File: src/rtl/reg_op_arbiter.sv
// reg_op_arbiter: shares a funsel-controlled register bank among NReq requesters.
// Define REG_ARB_ROUND_ROBIN_EN for round-robin arbitration; default is fixed priority (lowest index wins).
module reg_op_arbiter #(
  parameter  int NBits = 4,
  parameter  int NRegs = 4,
  parameter  int NReq  = 4,
  localparam int SelW  = (NRegs > 1) ? $clog2(NRegs) : 1
) (
  input  logic                  clk,
  input  logic                  reset,
  input  logic [NReq-1:0]       req,
  input  logic [2*NReq-1:0]     req_funsel,
  input  logic [SelW*NReq-1:0]  req_sel,
  input  logic [NBits*NReq-1:0] req_data,
  input  logic [4*NReq-1:0]     req_count,
  output logic [NReq-1:0]       gnt,
  output logic                  done,
  output logic [NRegs-1:0]      reg_e,
  output logic [1:0]            reg_funsel,
  output logic [NBits-1:0]      reg_i
);

  localparam int IdxW = (NReq > 1) ? $clog2(NReq) : 1;

  typedef enum logic {IDLE, BUSY} state_t;

  typedef enum logic [1:0] {
    FS_CLEAR = 2'b00,
    FS_LOAD  = 2'b01,
    FS_DEC   = 2'b10,
    FS_INC   = 2'b11
  } funsel_t;

  state_t           state_q, state_d;
  logic [3:0]       remain_q, remain_d;
  logic [NReq-1:0]  gnt_d;
  logic             done_d;
  logic [NRegs-1:0] reg_e_d;
  logic [1:0]       reg_funsel_d;
  logic [NBits-1:0] reg_i_d;

`ifdef REG_ARB_ROUND_ROBIN_EN
  // Index where the next search begins: one past the last winner.
  logic [IdxW-1:0]  rr_ptr_q, rr_ptr_d;
`endif

  logic             win_found;
  logic [IdxW-1:0]  win_idx;
  funsel_t          win_fs;
  logic [SelW-1:0]  win_sel;
  logic [NBits-1:0] win_data;
  logic [3:0]       win_cnt;
  logic [3:0]       win_eff;
  logic [NRegs-1:0] win_sel_oh;

  // Winner selection over the current request vector.
  always_comb begin
    // NOTE: every variable gets a default before any branch so no latch is inferred.
    win_found = 1'b0;
    win_idx   = '0;
`ifdef REG_ARB_ROUND_ROBIN_EN
    for (int i = 0; i < NReq; i++) begin
      if (!win_found && req[(int'(rr_ptr_q) + i) % NReq]) begin
        win_found = 1'b1;
        win_idx   = IdxW'((int'(rr_ptr_q) + i) % NReq);
      end
    end
`else
    for (int i = NReq - 1; i >= 0; i--) begin
      if (req[i]) begin
        win_found = 1'b1;
        win_idx   = IdxW'(i);
      end
    end
`endif
  end

  // Operand extraction and effective repeat count for the winner.
  always_comb begin
    win_fs   = funsel_t'(req_funsel[int'(win_idx)*2 +: 2]);
    win_sel  = req_sel[int'(win_idx)*SelW +: SelW];
    win_data = req_data[int'(win_idx)*NBits +: NBits];
    win_cnt  = req_count[int'(win_idx)*4 +: 4];

    win_eff = 4'd1;
    unique case (win_fs)
      FS_CLEAR, FS_LOAD: win_eff = 4'd1;
      FS_DEC, FS_INC:    win_eff = (win_cnt == 4'd0) ? 4'd1 : win_cnt;
      default:           win_eff = 4'd1;
    endcase

    // An index beyond the bank matches no bit, so the bank sees no enable.
    win_sel_oh = '0;
    for (int r = 0; r < NRegs; r++) begin
      win_sel_oh[r] = (win_sel == SelW'(r));
    end
  end

  // Next-state and next-output logic; every output is registered below.
  always_comb begin
    state_d      = state_q;
    remain_d     = remain_q;
    gnt_d        = gnt;
    done_d       = 1'b0;
    reg_e_d      = reg_e;
    reg_funsel_d = reg_funsel;
    reg_i_d      = reg_i;
`ifdef REG_ARB_ROUND_ROBIN_EN
    rr_ptr_d     = rr_ptr_q;
`endif

    unique case (state_q)
      IDLE: begin
        if (win_found) begin
          state_d      = BUSY;
          remain_d     = win_eff;
          gnt_d        = {{(NReq-1){1'b0}}, 1'b1} << win_idx;
          reg_e_d      = win_sel_oh;
          reg_funsel_d = win_fs;
          reg_i_d      = win_data;
`ifdef REG_ARB_ROUND_ROBIN_EN
          rr_ptr_d     = (win_idx == IdxW'(NReq - 1)) ? '0 : win_idx + 1'b1;
`endif
        end else begin
          gnt_d        = '0;
          reg_e_d      = '0;
          reg_funsel_d = 2'b00;
          reg_i_d      = '0;
        end
      end

      BUSY: begin
        if (remain_q <= 4'd1) begin
          state_d      = IDLE;
          remain_d     = 4'd0;
          done_d       = 1'b1;
          gnt_d        = '0;
          reg_e_d      = '0;
          reg_funsel_d = 2'b00;
          reg_i_d      = '0;
        end else begin
          remain_d = remain_q - 4'd1;
        end
      end

      default: begin
        state_d = IDLE;
      end
    endcase
  end

  // Reset clears outputs at once, abandoning any operation without a done pulse.
  always_ff @(posedge clk or posedge reset) begin
    if (reset) begin
      state_q    <= IDLE;
      remain_q   <= 4'd0;
      gnt        <= '0;
      done       <= 1'b0;
      reg_e      <= '0;
      reg_funsel <= 2'b00;
      reg_i      <= '0;
`ifdef REG_ARB_ROUND_ROBIN_EN
      rr_ptr_q   <= '0;
`endif
    end else begin
      // NOTE: non-blocking assignments keep every register sampling pre-edge values.
      state_q    <= state_d;
      remain_q   <= remain_d;
      gnt        <= gnt_d;
      done       <= done_d;
      reg_e      <= reg_e_d;
      reg_funsel <= reg_funsel_d;
      reg_i      <= reg_i_d;
`ifdef REG_ARB_ROUND_ROBIN_EN
      rr_ptr_q   <= rr_ptr_d;
`endif
    end
  end

endmodule
File: config.mk
export PLATFORM = sky130hd
export DESIGN_NAME = reg_op_arbiter
export DESIGN_NICKNAME = d
export VERILOG_FILES = /design/src/rtl/reg_op_arbiter.sv
export SDC_FILE = /design/constraint.sdc
export NUM_CORES = 1
export LEC_CHECK = 0
export CAP_MARGIN = 20
export CORE_MARGIN = 2
export CORE_UTILIZATION = 39
export DETAILED_ROUTE_END_ITERATION = 16
export HOLD_SLACK_MARGIN = 0.12
export MAX_ROUTING_LAYER = met4
export PLACE_DENSITY_LB_ADDON = 0.08
export SLEW_MARGIN = 20
export SYNTH_ARGS = -nofsm -noshare
export SYNTH_HDL_FRONTEND = slang
export SYNTH_SLANG_ARGS = --single-unit
File: constraint.sdc
create_clock -name clk -period 2.3 [get_ports clk]
set_input_delay 0.345 -clock clk [delete_from_list [all_inputs] [get_ports clk]]
set_output_delay 0.345 -clock clk [all_outputs]
set_load 0.05 [all_outputs]
# After elaboration in Yosys (flattened, before gate mapping)
# Cells that the tools add are included.
[word_totals] reg_bits=20 latchBits=0 mem_bits_rw=0 romBits=0 in_bits=54 word_cells=56 n_memories=0
[classes] n_addsub=1 n_mul=0 n_div=0 n_lt_le_gt_ge=1 n_eq_ne=8 shifts=5 mux=28 bitwise_logic=1 reduce_logical=5
[ops] op="4-bit case mux with 2 select lines" count=5
[ops] op="16-bit by 5-bit variable part select with 4-bit output" count=2
[ops] op="4-bit two-way mux" count=7
[ops] op="8-bit by 4-bit variable part select with 2-bit output" count=2
[ops] op="2-bit two-way mux" count=6
[ops] op="2-bit == test (second input constant)" count=4
[ops] op="1-bit two-way mux" count=8
[ops] op="2-bit by 1-bit == test with 1-bit output (second input constant)" count=2
[ops] op="4-bit by 1-bit less-or-equal comparator with 1-bit output (second input constant)" count=1
[ops] op="2-bit zero test" count=2
[ops] op="4-bit zero test" count=1
[ops] op="2-bit case mux with 2 select lines" count=1
[ops] op="2-bit OR reduction" count=2
[ops] op="1-bit by 2-bit left shift with 4-bit output (first input constant)" count=1
[ops] op="4-bit by 1-bit subtractor with 4-bit output (second input constant)" count=1
[ops] op="2-bit by 1-bit inequality test with 1-bit output (second input constant)" count=1
[ops] op="2-bit inequality test (second input constant)" count=1
[ops] op="1-bit case mux with 2 select lines" count=1
[ops] op="1-bit NOT" count=1

# Depth between registers and ports, before layout
[depth] word_depth=10 mapped_depth=7 depth_no_buf=7

# Worst setup path after synthesis
# OpenSTA, ideal clock, no wires.
[synth_path] path_kind="input -> register" start="input port req[2]" end="register remain_q[2]" setup_ns=0.126 arrival_ns=1.679 t_required_ns=2.174 slack_ns=0.495 path_stages=5 path_cell_list="buf_4 nor2b_4 o21ai_4 mux4_2 a221o_1"
[synth_via] elab_chain_cells=9
[synth_lines] item="start, declared" line_no="11" rtl="input logic [NReq-1:0] req,"
[synth_lines] item="2-bit two-way mux (3 in a row)" line_no="70" rtl="if (req[i]) begin"
[synth_lines] item="16-bit by 5-bit variable part select with 4-bit output or 8-bit by 4-bit variable part select with 2-bit output (tied branches)" line_no="83, 80"
[synth_lines] item="4-bit zero test (tied with other cells)" line_no="88" rtl="FS_DEC, FS_INC: win_eff = (win_cnt == 4'd0) ? 4'd1 : win_cnt;"
[synth_lines] item="4-bit two-way mux or 2-bit OR reduction (tied branches)" line_no="88, 86"
[synth_lines] item="4-bit case mux with 2 select lines" line_no="86" rtl="unique case (win_fs)"
[synth_lines] item="4-bit two-way mux" line_no="114" rtl="if (win_found) begin"
[synth_lines] item="4-bit case mux with 2 select lines" line_no="112" rtl="unique case (state_q)"
[synth_lines] item="end signal, assigned" line_no="168" rtl="remain_q <= remain_d;"
[synth_lines] item="end, declared" line_no="35" rtl="logic [3:0] remain_q, remain_d;"
# Several ways; a longest one is shown, not always the timed one. The select of a mux whose other input is x is not followed.
# A chain may end at the register's enable or synchronous reset.

# Worst setup path after layout
[layout_path] start="input port req[2]" end="register remain_q[1]"
# Same word-level chain as after synthesis.

==> impl_metrics.prom <==
# TYPE chip_impl_metric gauge
chip_impl_metric{name="clock_insertion_delay_worst_skew",unit="ns"} 0.30
chip_impl_metric{name="global_routing_usage_summed_across_all_routing_layers",unit="%"} 22.5
chip_impl_metric{name="power_per_cell_area",unit="mW/mm2"} 1020
chip_impl_metric{name="die_w",unit="um"} 61.5
chip_impl_metric{name="clock_skew",unit="ns"} 0.00933
chip_impl_metric{name="insertedDiodeCount",unit=""} 0
chip_impl_metric{name="placement.io_buffers",unit=""} 68
chip_impl_metric{name="tns",unit="ns"} 0
chip_impl_metric{name="drt_iter0_markers",unit=""} 65
chip_impl_metric{name="first_global_vias",unit=""} 1372
chip_impl_metric{name="synth_edf_count",unit=""} 0
chip_impl_metric{name="slew_viol_final",unit=""} 0
chip_impl_metric{name="syn_inst",unit=""} 135
chip_impl_metric{name="drc",unit=""} 0
chip_impl_metric{name="ys_seq_elements",unit=""} 20
chip_impl_metric{name="syn_area_per_cell",unit="um2"} 9.54
chip_impl_metric{name="ys_async_sr_fraction",unit="%"} 100
chip_impl_info{name="ys_dominant_reg_cell",value="sky130_fd_sc_hd__dfrtp_1"} 1
chip_impl_metric{name="fmax",unit="MHz"} 487
chip_impl_metric{name="power_report.internal_total",unit="uW"} 1180
chip_impl_metric{name="core_area",unit="mm2"} 0.00310
chip_impl_info{name="crit_family",value="buffers and inverters"} 1
chip_impl_metric{name="vdd_drop_max",unit="V"} 0.000372
chip_impl_metric{name="timing.critical_path.slowest_cell_delay",unit="ns"} 0.53
chip_impl_metric{name="ctsHtreeMaxLevel",unit=""} 1
chip_impl_metric{name="max-slew-margin-rel",unit="%"} 50.3
chip_impl_metric{name="grt-ovfl-total",unit=""} 0
chip_impl_metric{name="antenna_found_initial",unit=""} 0
chip_impl_info{name="tritoncts",value="yes"} 1
chip_impl_metric{name="cts.repair_timing.setup_buffer_count",unit=""} 0
chip_impl_metric{name="cts_made_buffers",unit=""} 3
chip_impl_metric{name="mappedNetlistNets",unit=""} 191
chip_impl_metric{name="wl",unit="um"} 3770
chip_impl_metric{name="grt_max_degree",unit=""} 21
chip_impl_metric{name="cts_repair_resize_count",unit=""} 0
chip_impl_metric{name="start_util",unit="%"} 41.5
chip_impl_metric{name="final_hold_viol_count",unit=""} 0
chip_impl_info{name="rsz0062_at_grt",value="no"} 1
chip_impl_metric{name="period_minus_slack",unit="ns"} 2.05
chip_impl_metric{name="area_after_detailed_placement",unit="mm2"} 0.00205
chip_impl_metric{name="post_route_cells_drive_above_1_share",unit="%"} 9.52
chip_impl_info{name="chain_of_cells_forming_the_critical_path",value="clkdlybuf4s50_1 > buf_4 > nor4_1 > a21oi_1 > o221ai_1 > nor2_1 > a221o_1"} 1
chip_impl_metric{name="detail_route.wl_per_cell",unit="um"} 14.9
chip_impl_metric{name="power_frac_clock",unit="%"} 13.3
chip_impl_info{name="worstReg2RegStart",value="remain_q[1]"} 1
chip_impl_metric{name="stdcell_area",unit="mm2"} 0.00210
chip_impl_metric{name="post_cts_hold_buffer_count",unit=""} 0
chip_impl_info{name="worst_hold_path_type",value="input port to asynchronous set/reset pin"} 1
chip_impl_info{name="run_status",value="finished clean"} 1
chip_impl_metric{name="dp_hpwl",unit="um"} 3140
chip_impl_info{name="cp-start-kind",value="input port"} 1
chip_impl_metric{name="fp.dieH",unit="um"} 61.5
chip_impl_metric{name="worstPathRequired",unit="ns"} 2.49
chip_impl_metric{name="critPathMaxFanout",unit=""} 9
chip_impl_info{name="layout_commonest_cell",value="sky130_fd_sc_hd__clkdlybuf4s50_1"} 1
chip_impl_metric{name="synth-warning-count",unit=""} 0
chip_impl_metric{name="fraction_of_power_spent_switching_nets",unit="%"} 44.7
chip_impl_metric{name="top_level_ports",unit=""} 69
chip_impl_info{name="reg2reg_to",value="remain_q[0]"} 1
chip_impl_info{name="synth.area.top_cells",value="sky130_fd_sc_hd__dfrtp_1, sky130_fd_sc_hd__a22o_1, sky130_fd_sc_hd__mux2i_1, sky130_fd_sc_hd__a22oi_1, sky130_fd_sc_hd__nor2_1"} 1
chip_impl_info{name="setup.worst_path.class",value="input port to flop"} 1
chip_impl_metric{name="p_leak",unit="uW"} 0.000901
chip_impl_metric{name="setup-violations-final",unit=""} 0
chip_impl_metric{name="combinationalPowerShare",unit="%"} 58.0
chip_impl_metric{name="postRouteAntennaNets",unit=""} 0
chip_impl_metric{name="post_synthesis_instance_area",unit="mm2"} 0.00129
chip_impl_metric{name="synth_top_area_share",unit="%"} 38.9
chip_impl_metric{name="design.die.area",unit="mm2"} 0.00378
chip_impl_metric{name="route.vias.total",unit=""} 1391
chip_impl_info{name="ctsRootBufferMaster",value="sky130_fd_sc_hd__clkbuf_4"} 1
chip_impl_metric{name="synth-seq-area-share",unit="%"} 38.9
chip_impl_metric{name="layout-area-overhead-vs-synth",unit="%"} 63.5
chip_impl_metric{name="max-clock-path-buffers",unit=""} 2
chip_impl_info{name="crit_path_top_delay_cell",value="sky130_fd_sc_hd__clkdlybuf4s50_1"} 1
chip_impl_metric{name="num-nets-final",unit=""} 267
chip_impl_metric{name="avg_vias_per_cell",unit=""} 5.48
chip_impl_metric{name="gp_congestion",unit=""} 0.929
chip_impl_metric{name="critical_path_buffers_and_inverters",unit=""} 2
chip_impl_metric{name="worstRegToRegCells",unit=""} 7
chip_impl_metric{name="cp_data_arrival_time",unit="ns"} 2.24
chip_impl_metric{name="cap_violations",unit=""} 0
chip_impl_metric{name="std_cell_rows",unit=""} 20
chip_impl_metric{name="seqPwrFrac",unit="%"} 28.8
chip_impl_metric{name="final.period_utilization",unit="%"} 89.3
chip_impl_metric{name="switching_power",unit="uW"} 956
chip_impl_metric{name="slack_of_the_worst_reg_to_reg_path",unit="ns"} 0.48
chip_impl_info{name="critPathCaptureType",value="flop"} 1
chip_impl_metric{name="slew_of_the_pin_with_the_lowest_slew_margin",unit="ns"} 0.745
chip_impl_metric{name="clkTransAtPathRegs",unit="ns"} 0.12
chip_impl_metric{name="firstDrtPassIters",unit=""} 4
chip_impl_info{name="synthDominantAreaCellType",value="sky130_fd_sc_hd__dfrtp_1"} 1
chip_impl_info{name="layout.cells.most_common_list",value="sky130_fd_sc_hd__clkdlybuf4s50_1, sky130_fd_sc_hd__dfrtp_1, sky130_fd_sc_hd__nor2_1, sky130_fd_sc_hd__a22o_1"} 1
chip_impl_metric{name="clock_sink_count",unit=""} 20
chip_impl_metric{name="global_route_wire_length_before_repair",unit="um"} 6070
chip_impl_metric{name="ys_types",unit=""} 38
-- power groups by stage --
stage	Clock (uW)	Combinational, uW	Sequential, uW
floorplan	0	443	944
global placement	0	1220	616
detailed placement	0	1240	621
CTS	288	1240	613
global route	307	1330	636
finish	284	1240	616
-- logic make-up (layout without fill, tap and decap cells) --
| family | count (synthesis) | after routing | synth area share, % |
|---|---|---|---|
| AO/OA/AOI/OAI | 51 | 51 | 30.0 |
| AND/OR/NAND/NOR | 40 | 40 | 15.3 |
| flip-flops | 20 | 20 | 38.9 |
| buffers and inverters | 14 | 89 | 5.73 |
| multiplexers | 8 | 8 | 8.16 |
| adder cells (fa/ha/maj) | 2 | 2 | 1.94 |
-- layout make-up --
type,count,area [um2]
timing repair buffer,78,756
clock inverter,1,30.0
inverter,7,27.5
clock buffer,3,22.5
tap,44,55.1
fill,282,998
sequential,20,500
multi-input combinational,101,713
-- worst max path at each step --
stage | endpoint | start | depth (start not counted) | slack, ns
after CTS | remain_q[1] | req[2] | 7 | 0.28
after floorplan | remain_q[2] | req[2] | 5 | 0.49
after global placement | remain_q[1] | req[2] | 7 | 0.04
after global routing | remain_q[2] | req[2] | 7 | 0.17
final | remain_q[1] | req[2] | 7 | 0.25
after detailed placement | remain_q[2] | req[2] | 7 | -0.04
-- Yosys cell counts (2+ instances only) --
| cell type | instances |
|---|---|
| sky130_fd_sc_hd__nor3_1 | 4 |
| sky130_fd_sc_hd__nor4_1 | 2 |
| sky130_fd_sc_hd__nor2_1 | 14 |
| sky130_fd_sc_hd__o21ai_1 | 2 |
| sky130_fd_sc_hd__clkbuf_1 | 3 |
| sky130_fd_sc_hd__mux4_2 | 2 |
| sky130_fd_sc_hd__a21oi_1 | 2 |
| sky130_fd_sc_hd__ha_1 | 2 |
| sky130_fd_sc_hd__a221o_1 | 3 |
| sky130_fd_sc_hd__a22o_1 | 12 |
| sky130_fd_sc_hd__nand2_1 | 10 |
| sky130_fd_sc_hd__mux2i_1 | 6 |
| sky130_fd_sc_hd__dfrtp_1 | 20 |
| sky130_fd_sc_hd__a22oi_1 | 7 |
| sky130_fd_sc_hd__o22ai_1 | 8 |
| sky130_fd_sc_hd__inv_1 | 6 |
| sky130_fd_sc_hd__or2_1 | 2 |
| sky130_fd_sc_hd__buf_6 | 2 |
| sky130_fd_sc_hd__nor2b_1 | 3 |
| sky130_fd_sc_hd__o21ai_0 | 7 |
-- flip-flops by register name, summed over array words and instances, names as in the netlist --
register / cells
gnt: 4
reg_e: 4
reg_i: 4
remain_q: 4
reg_funsel: 2
done: 1
state_q: 1
-- through the flow --
stage          instances  power (uW)  worst slack, ns  hold slack, ns  utilization (%)
3_5_place_dp         250        1860          -0.0428           0.484             66.1
4_1_cts              254        2140            0.279           0.488             67.8
6_report             254        2140            0.246           0.464             67.8
2_1_floorplan        135        1390            0.495           0.309                -
5_1_grt              254        2270            0.170           0.511             67.8
3_3_place_gp         250        1840           0.0373           0.476             66.1
-- layer usage --
metal  GRT usage [%]  wire, um
met1            25.1      1500
met2            40.3      2000
met3            3.36       249
met4            8.81        24
met5               -         0
Power figures use the tool's default switching activity.
==> patch: new RTL, same settings <==
Add a define of `REG_ARB_ROUND_ROBIN_EN`.
--- a/src/rtl/reg_op_arbiter.sv
+++ b/src/rtl/reg_op_arbiter.sv
@@ -2,2 +2,4 @@
 // Define REG_ARB_ROUND_ROBIN_EN for round-robin arbitration; default is fixed priority (lowest index wins).
+`define REG_ARB_ROUND_ROBIN_EN
+
 module reg_op_arbiter #(
Formal check against the unedited RTL: not equivalent (a bounded check fails within 4 cycles, from zero or initial values and one cycle with reset high).
==> patch against the unedited design <==
Sequential cell count grew 2. Non-clock buffer count grew 11. Sequential share of layout area shrank 1.3 points. Clock power grew 28%. Combinational power grew 49%. Die area grew 16%. Power grew 36%. Count of clock-buffer cells in the layout is the same. Area after synthesis grew 17%. Fmax shrank 5.6%. Global-route usage shrank 2.2 points. Wire length grew 10%. Cell area grew 16%. Worst setup slack lost 0.12 ns.
==> patch: results (changes against the unedited design) <==
- The routing usage on met3 came to 2.21% (-1.1 points).
* Largest net degree at the start of global routing: 23 (+9.5%)
- The pre-CTS setup slack came to -0.159 ns (-0.117 ns).
- The via count of the routed design is 1468 (+5.5%).
* Worst-case clock skew: 0.00134 ns (-0.00799 ns)
* Number of buffers added for setup after CTS: 0 (unchanged)
* H-tree depth reported by CTS: 1 (unchanged)
- The number of nets produced by synthesis is 210 (+9.9%).
- Number of warnings printed during yosys synthesis: 0 (unchanged)
* DRT Pass-1 Iters: 4 (unchanged)
* Synth cell types: 43 (+13%)
- Sum of met3 wire segment lengths after detailed routing: 164 um (-34%)
- The routed metal-1 wire length is 1.76 mm (+17%).
- Clock tree synthesis selected as its root buffer the cell clkbuf_8.
- The TritonCTS buffer count is 3 (unchanged).
* Global-route track usage on met2: 37.3% (-3.0 points)
- The met1 capacity usage during global routing was 24.3% (-0.75 points).
* Final setup TNS: 0 ns (unchanged)
- Critical Path Fanout Max: 7 (-2)
- The met2 wirelength from detailed routing came to 2.23 mm (+12%).
- Worst Max-Slew Pin Slew: 0.592 ns (-0.152 ns)
* Largest buffer count on any clock path: 2 (unchanged)
* 1st-iter DRT viols: 56 (-14%)
- The number of antenna violations at the first check in global routing is 0 (unchanged).
- Global-route total usage across every layer: 20.4% (-2.2 points)
- The share of synthesized flip-flops with an asynchronous set or reset came to 100% (unchanged).
- The share of the yosys chip area belonging to registers came to 36.6% (-2.3 points).
* Arrival time of the worst setup path: 2.33 ns (+0.09 ns)
- The antenna diode instance count was 0 (unchanged).
* Clock latency of the later-clocked register in the worst-skew pair: 0.26 ns (-0.04 ns)
- The run finished with clean final reports.
* Proportion of layout cells with a drive suffix above 1: 14.8% (+5.3 points)
- Routed wire per std cell: 14.7 um (-1.3%)
- The post-cts resize count came to 0 (unchanged).
- Switching power share of the total: 43.8% (-0.88 points)
* Wire length of the first global-routing pass: 6.71 mm (+11%)
- Clock transition at the registers of the reported paths: 0.08 ns (-0.04 ns)
- Static Leak: 1.10 nW (+22%)
* Most area-consuming cells after synthesis: dfrtp_1 37%, mux2i_1 15%, nand2_1 5.2%
* Number of nets in the final layout: 297 (+11%)
- The placed wire-length estimate after detailed placement came to 3.42 mm (+8.9%).
* Max IR drop VDD: 0.543 mV (+46%)
- The post-detailed-placement cell area came to 2370 um2 (+16%).
* Path category of the worst min-delay check: in2async
- The highest metal layer carrying signal wires in the routed design is met4.
- Top cells by count, synth: 23 x mux2i_1, 22 x dfrtp_1, 21 x nand2_1
- The global placement routability congestion is 0.760 (-18%).
- The number of buffers inserted by port buffering is 68 (unchanged).
-- patch: worst paths after layout --
check	from	end	slack, ns	depth (start not counted)
min in group clk	reg_funsel[1]	reg_funsel[1]	0.49	2
max reg2reg	rr_ptr_q[1]	reg_e[0]	0.17	7
max in group asynchronous	reset	reg_funsel[0]	1.66	3
max	req[3]	reg_e[0]	0.13	8
min reg2reg	reg_funsel[1]	reg_funsel[1]	0.49	2
min	reset	reg_e[3]	0.42	3
-- patch: cell families after synthesis --
logic type                 share of synthesized area (%)
DFF                                                 36.6
AOI/OAI and AO/OA                                   18.4
and+or+nand+nor                                     15.9
adders and majority gates                           4.99
buffers and inverters                               5.65
muxes                                               18.5
-- patch: power by group through the flow --
stage          combinational (mW)  sequential [mW]  clock (mW)
5_1_grt                      1.99            0.718       0.395
2_1_floorplan               0.898            0.989           0
3_5_place_dp                 1.85            0.693           0
4_1_cts                      1.86            0.688       0.370
3_3_place_gp                 1.81            0.683           0
6_report                     1.85            0.695       0.364
-- patch: stage by stage --
stage | cells | hold WS (ns)
floorplan | 150 | 0.334
CTS | 284 | 0.428
detailed placement | 280 | 0.472
global route | 284 | 0.437
finish | 284 | 0.416
global placement | 280 | 0.465
-- patch: critical path, cell delays in order --
cell and delay [ns]:
clkdlybuf4s50_1 0.51, nor2_1 0.06, a221oi_1 0.27, o211ai_2 0.18, inv_1 0.25, mux2_2 0.38, and2_4 0.14, a22o_1 0.19
-- patch: area by class of cell --
cell class / count / area [um2]
repair buffers: 89 / 863
inverters: 8 / 30.0
flip-flops and latches: 22 / 551
well taps: 48 / 60.1
fillers: 327 / 1240
multi-input cells: 113 / 870
clock inverters: 1 / 30.0
clock buffers: 3 / 41.3
